[src/rtl/neuron_pkg.sv]
// Shared constants for the two-input fixed-point neuron: default widths,
// accumulator width and the saturation bounds of the output format.
package neuron_pkg;

  localparam int DEF_DATA_W = 16;
  localparam int DEF_FRAC_W = 8;

  // p1 + p2 of two 2*DATA_W products needs one extra bit to never overflow
  localparam int ACC_W = 2 * DEF_DATA_W + 1;

  localparam logic signed [DEF_DATA_W-1:0] SAT_MAX = {1'b0, {(DEF_DATA_W-1){1'b1}}};
  localparam logic signed [DEF_DATA_W-1:0] SAT_MIN = {1'b1, {(DEF_DATA_W-1){1'b0}}};

endpackage

[src/rtl/neuron_sat.sv]
// Combinational signed saturator: clamps a wide two's-complement value into
// the representable range of a narrower signed output.
module neuron_sat
  import neuron_pkg::*;
#(
  parameter int IN_W  = ACC_W,
  parameter int OUT_W = DEF_DATA_W
) (
  input  logic signed [IN_W-1:0]  din,
  output logic signed [OUT_W-1:0] dout
);

  // Output bounds expressed in the input width for a signed compare
  localparam logic signed [IN_W-1:0]  MAX_EXT = {{(IN_W-OUT_W+1){1'b0}}, {(OUT_W-1){1'b1}}};
  localparam logic signed [IN_W-1:0]  MIN_EXT = {{(IN_W-OUT_W+1){1'b1}}, {(OUT_W-1){1'b0}}};
  localparam logic signed [OUT_W-1:0] MAX_OUT = {1'b0, {(OUT_W-1){1'b1}}};
  localparam logic signed [OUT_W-1:0] MIN_OUT = {1'b1, {(OUT_W-1){1'b0}}};

  // Clamp to the output range; in-range values pass through by truncation
  always_comb begin
    dout = din[OUT_W-1:0];
    if (din > MAX_EXT) begin
      dout = MAX_OUT;
    end else if (din < MIN_EXT) begin
      dout = MIN_OUT;
    end else begin
      dout = din[OUT_W-1:0];
    end
  end

endmodule

[src/rtl/neuron.sv]
// Two-input fixed-point neuron: y = act(W1*x1 + W2*x2 + BIAS), two-stage
// pipeline, one sample per cycle, no backpressure.
// Build option: define NEURON_RELU_EN for a ReLU activation; otherwise the
// activation is linear (saturated value passes straight through).
module neuron
  import neuron_pkg::*;
#(
  parameter int                       DATA_W = DEF_DATA_W,
  parameter int                       FRAC_W = DEF_FRAC_W,
  parameter logic signed [DATA_W-1:0] W1     = 16'sh0080,
  parameter logic signed [DATA_W-1:0] W2     = 16'sh0040,
  parameter logic signed [DATA_W-1:0] BIAS   = 16'sh0000
) (
  input  logic                     clk,
  input  logic                     rst_n,
  input  logic                     in_valid,
  input  logic signed [DATA_W-1:0] x1,
  input  logic signed [DATA_W-1:0] x2,
  output logic                     out_valid,
  output logic signed [DATA_W-1:0] y
);

  localparam int PROD_W = 2 * DATA_W;
  localparam int ACC_W_L = PROD_W + 1;

  localparam logic signed [PROD_W-1:0]  W1_EXT   = {{DATA_W{W1[DATA_W-1]}}, W1};
  localparam logic signed [PROD_W-1:0]  W2_EXT   = {{DATA_W{W2[DATA_W-1]}}, W2};
  localparam logic signed [ACC_W_L-1:0] BIAS_EXT = {{(ACC_W_L-DATA_W){BIAS[DATA_W-1]}}, BIAS};

  logic signed [PROD_W-1:0]  x1_ext_s;
  logic signed [PROD_W-1:0]  x2_ext_s;
  logic signed [PROD_W-1:0]  p1_r;
  logic signed [PROD_W-1:0]  p2_r;
  logic                      v1_r;
  logic signed [ACC_W_L-1:0] s_s;
  logic signed [ACC_W_L-1:0] t_s;
  logic signed [ACC_W_L-1:0] u_s;
  logic signed [DATA_W-1:0]  sat_s;
  logic signed [DATA_W-1:0]  act_s;
  logic signed [DATA_W-1:0]  y_r;
  logic                      out_valid_r;

  // Sign-extend inputs so the products are formed at full width
  assign x1_ext_s = {{DATA_W{x1[DATA_W-1]}}, x1};
  assign x2_ext_s = {{DATA_W{x2[DATA_W-1]}}, x2};

  // Stage 1: register both weighted products; data loads only on a valid sample
  always_ff @(posedge clk or negedge rst_n) begin
    if (!rst_n) begin
      p1_r <= {PROD_W{1'b0}};
      p2_r <= {PROD_W{1'b0}};
      v1_r <= 1'b0;
    end else begin
      v1_r <= in_valid;
      if (in_valid) begin
        p1_r <= x1_ext_s * W1_EXT;
        p2_r <= x2_ext_s * W2_EXT;
      end
    end
  end

  // Stage 2 arithmetic: exact sum, floor rescale by FRAC_W, then bias
  always_comb begin
    s_s = {p1_r[PROD_W-1], p1_r} + {p2_r[PROD_W-1], p2_r};
    t_s = s_s >>> FRAC_W;
    u_s = t_s + BIAS_EXT;
  end

  neuron_sat #(
    .IN_W  (ACC_W_L),
    .OUT_W (DATA_W)
  ) u_sat (
    .din  (u_s),
    .dout (sat_s)
  );

  // Activation applied after saturation so no wrapped value can reach y
  always_comb begin
    act_s = sat_s;
`ifdef NEURON_RELU_EN
    if (sat_s[DATA_W-1] == 1'b1) begin
      act_s = {DATA_W{1'b0}};
    end else begin
      act_s = sat_s;
    end
`else
    act_s = sat_s;
`endif
  end

  // Output register: y updates only with a valid result and holds otherwise
  always_ff @(posedge clk or negedge rst_n) begin
    if (!rst_n) begin
      y_r         <= {DATA_W{1'b0}};
      out_valid_r <= 1'b0;
    end else begin
      out_valid_r <= v1_r;
      if (v1_r) begin
        y_r <= act_s;
      end
    end
  end

  assign y         = y_r;
  assign out_valid = out_valid_r;

endmodule

[config.mk]
export PLATFORM = sky130hd
export DESIGN_NAME = neuron
export DESIGN_NICKNAME = d
export VERILOG_FILES = /design/src/rtl/neuron_pkg.sv /design/src/rtl/neuron_sat.sv /design/src/rtl/neuron.sv
export SDC_FILE = /design/constraint.sdc
export NUM_CORES = 1
export LEC_CHECK = 0
export CORE_AREA = 2 2 93 95
export DETAILED_ROUTE_END_ITERATION = 12
export DIE_AREA = 0 0 95 97
export GPL_ROUTABILITY_DRIVEN = 0
export GPL_TIMING_DRIVEN = 0
export PLACE_DENSITY = 0.56
export SLEW_MARGIN = 5
export SYNTH_ARGS = -nofsm -noshare
export SYNTH_HDL_FRONTEND = slang
export SYNTH_HIERARCHICAL = 1
export SYNTH_SLANG_ARGS = --single-unit
export TNS_END_PERCENT = 20
[constraint.sdc]
create_clock -name clk -period 6.3 [get_ports clk]
set_input_delay 0.63 -clock clk [delete_from_list [all_inputs] [get_ports clk]]
set_output_delay 0.63 -clock clk [all_outputs]
set_load 0.005 [all_outputs]
==> results.yml <==
route:
  wirelength_um: 5260
  wl_per_cell_um: 13.2
  drtAntennaViolNets: 0
  drcViolationCount: 0
  routed-wl-met2_um: 2320
  top_layer_used: "met4"
  drtIter0Drc: 55
  vias: 1930
  route.met3.wl_um: 148
  wl_met1_um: 2680
  via_per_inst: 4.86
  dr.pass1.iters: 4
power:
  irDropWorstVdd_v: 0.0000885
  p_leak_uw: 0.00143
  p_per_area_mw_per_mm2: 278
yosys:
  async_reset_ff_frac: 1.00
  synth_seq_area_share: 0.438
  ys_types: 49
  synth.net_count: 283
  syn-cell-area_mm2: 0.00280
  synth_flop_cell: "dfrtp_1"
  synth_edf_count: 0
  ys_seq_elements: 49
  synth-xor-area-share: 0.0438
  synth-compound-area-share: 0.167
  syn_inst: 232
  yosysWarnings: 6
  synth-simple-area-share: 0.0675
  muxShareOfSynthArea: 0.189
  synth_top_family_by_area: "multiplexers"
  synth.avg_cell_area_um2: 12.1
  yosys.area_share.adder: 0.0742
global_route:
  grt_pass1_wl_um: 8790
  grt_max_degree: 29
  grt.total_usage: 0.120
  globalRoute.totalOverflow: 0
  grt_pass1_vias: 1874
  antenna_found_initial: 0
setup_path:
  reg2reg_from: "p2_r[7]$_DFFE_PN0P_"
  r2r_cells: 14
  path_buf_inv: 2
  criticalPathCategory: "reg -> reg"
  cp_top_family: "compound AO/OA/AOI/OAI gates"
  critPathMaxStageDelay_ps: 420
  crit_chain: "and2_1 -> fa_1 -> a21o_2 -> a221o_1 -> a21oi_2 -> nor2_1 -> o22ai_2 -> buf_8 -> nor4_1 -> and3_1 -> a31oi_1 -> clkbuf_1 -> a21o_1 -> mux2_2"
  crit_fanout: 28
  worst_ep_arrival_time_ps: 4110
  slowest_stage: "a31oi_1"
  cp_data_required_time_ps: 6550
  crit_path_start_kind: "flip-flop"
  reg2reg_slack_ps: 2440
  startpoint: "p2_r[7]$_DFFE_PN0P_"
  regToRegEndpoint: "y[9]$_DFFE_PN0P_"
  cp-end-kind: "flip-flop"
clock_tree:
  tritoncts: "built"
  cts_hold_buffers: 0
  h-tree-depth: 2
  clkLatencyLatePin_ps: 300
  cts_root_buf: "clkbuf_8"
  clk_pin_slew_worst_paths_ps: 90
  post_cts_buffers: 0
  numCtsBuffers: 5
  cts_resized: 0
  cts.sinks: 49
  clock_path_buffers: 2
sta:
  fin_ws_ps: 2440
  fin_skew_ps: 3.77
  worstMarginPinSlew_ps: 646
  rsz0062_at_grt: "no"
  hold_violations: 0
  setup-violations-final: 0
  drv_slew: 0
  min_period_ps: 3860
  fmax_mhz: 259
  slew_headroom: 0.570
  setup_tns_ps: 0
  finalCritPeriodShare: 0.613
cells_and_area:
  syn_to_final_growth_pct: 26.8
  diodes: 0
  fin_nets: 342
  drive_above_1_share: 0.271
  most-common-layout-cells: "clkdlybuf4s50_1, dfrtp_1, mux2_2, ha_1, a21o_1"
place:
  hpwl_um: 4240
  portBuffers: 50
  pre_cts_ws_ps: 2410
min_path:
  hold_class: "in -> async"
die:
  die_area_mm2: 0.00922
  rows: 33
  die_w_um: 95
  core_area_mm2: 0.00813
  ios: 52
  fp.dieH_um: 97
  initial_core_util: 0.344
status:
  status: "completed"
flow_run:
  maxCapViolCount: 0
-- area by class of cell --
type | count | area (µm²)
well taps | 105 | 131
repair buffers | 52 | 531
inverters | 5 | 18.8
flip-flops and latches | 49 | 1230
fillers | 810 | 4580
clock buffers | 6 | 72.6
clock inverters | 2 | 10.0
plain buffers | 8 | 38.8
multi-input cells | 170 | 1520
-- per-stage QoR --
step | area (µm²) | power [µW] | hold WS [ps] | instances | util
floorplan | 2800 | 661 | 334 | 232 | -
global placement | 3430 | 809 | 358 | 387 | 0.422
detailed placement | 3470 | 819 | 361 | 389 | 0.426
CTS | 3550 | 1000 | 309 | 397 | 0.436
global route | 3550 | 1060 | 328 | 397 | 0.436
finish | 3550 | 988 | 290 | 397 | 0.436
-- flip-flops by register name, summed over array words and instances, names as in the netlist --
register,count
p1_r,16
p2_r,15
out_valid,1
v1_r,1
y,16
-- worst max-delay path by stage --
stage,endpoint,slack (ps),depth (start not counted)
after CTS,y[10]$_DFFE_PN0P_,2400,14
after detailed placement,y[10]$_DFFE_PN0P_,2410,14
after floorplan,y[10]$_DFFE_PN0P_,1670,13
after global routing,y[6]$_DFFE_PN0P_,2150,14
final,y[9]$_DFFE_PN0P_,2440,14
after global placement,y[10]$_DFFE_PN0P_,1220,13
-- cell usage after synthesis (3+ instances only) --
| library cell | instances | area (µm²) |
|---|---|---|
| a21oi_2 | 3 | 26.3 |
| xor2_1 | 6 | 52.6 |
| mux2_2 | 47 | 529 |
| a21o_1 | 13 | 97.6 |
| nand2_1 | 6 | 22.5 |
| xnor2_1 | 8 | 70.1 |
| inv_1 | 5 | 18.8 |
| ha_1 | 15 | 188 |
| dfrtp_1 | 49 | 1230 |
| nand4_1 | 4 | 25.0 |
| clkbuf_1 | 3 | 11.3 |
| nor4_1 | 3 | 18.8 |
| nor2_1 | 7 | 26.3 |
| and3_1 | 3 | 18.8 |
| o21ai_0 | 3 | 15.0 |
| buf_1 | 3 | 11.3 |
| o21ai_1 | 4 | 20.0 |
| a21o_2 | 6 | 52.6 |
| a21oi_1 | 11 | 55.1 |
-- worst register-to-register path: stages (launching register included) --
cell and delay [ps]:
dfrtp_1 410, and2_1 170, fa_1 400, a21o_2 250, a221o_1 320, a21oi_2 220, nor2_1 90, o22ai_2 370
buf_8 250, nor4_1 70, and3_1 190, a31oi_1 420, clkbuf_1 370, a21o_1 140, mux2_2 130
-- kinds of logic after synthesis --
| logic type | count (synthesis) |
|---|---|
| simple gates | 34 |
| xor+xnor | 14 |
| compound gates | 59 |
| mux | 47 |
| flops | 49 |
| fa+ha+maj | 16 |
| buf+inv | 13 |
-- report_power, final --
group	internal [µW]	leakage (µW)	switching, µW
Clock	77.2	0.0000450	103
Combinational	228	0.000833	181
Sequential	369	0.000550	30.9
-- metal layers --
| layer | global-route usage | vias to the layer above |
|---|---|---|
| met5 | 0 | - |
| met4 | 0.0502 | 0 |
| met3 | 0.0156 | 8 |
| met2 | 0.182 | 34 |
| met1 | 0.170 | 899 |
| li1 | - | 989 |
No activity file was read; power rests on OpenSTA's default activity.
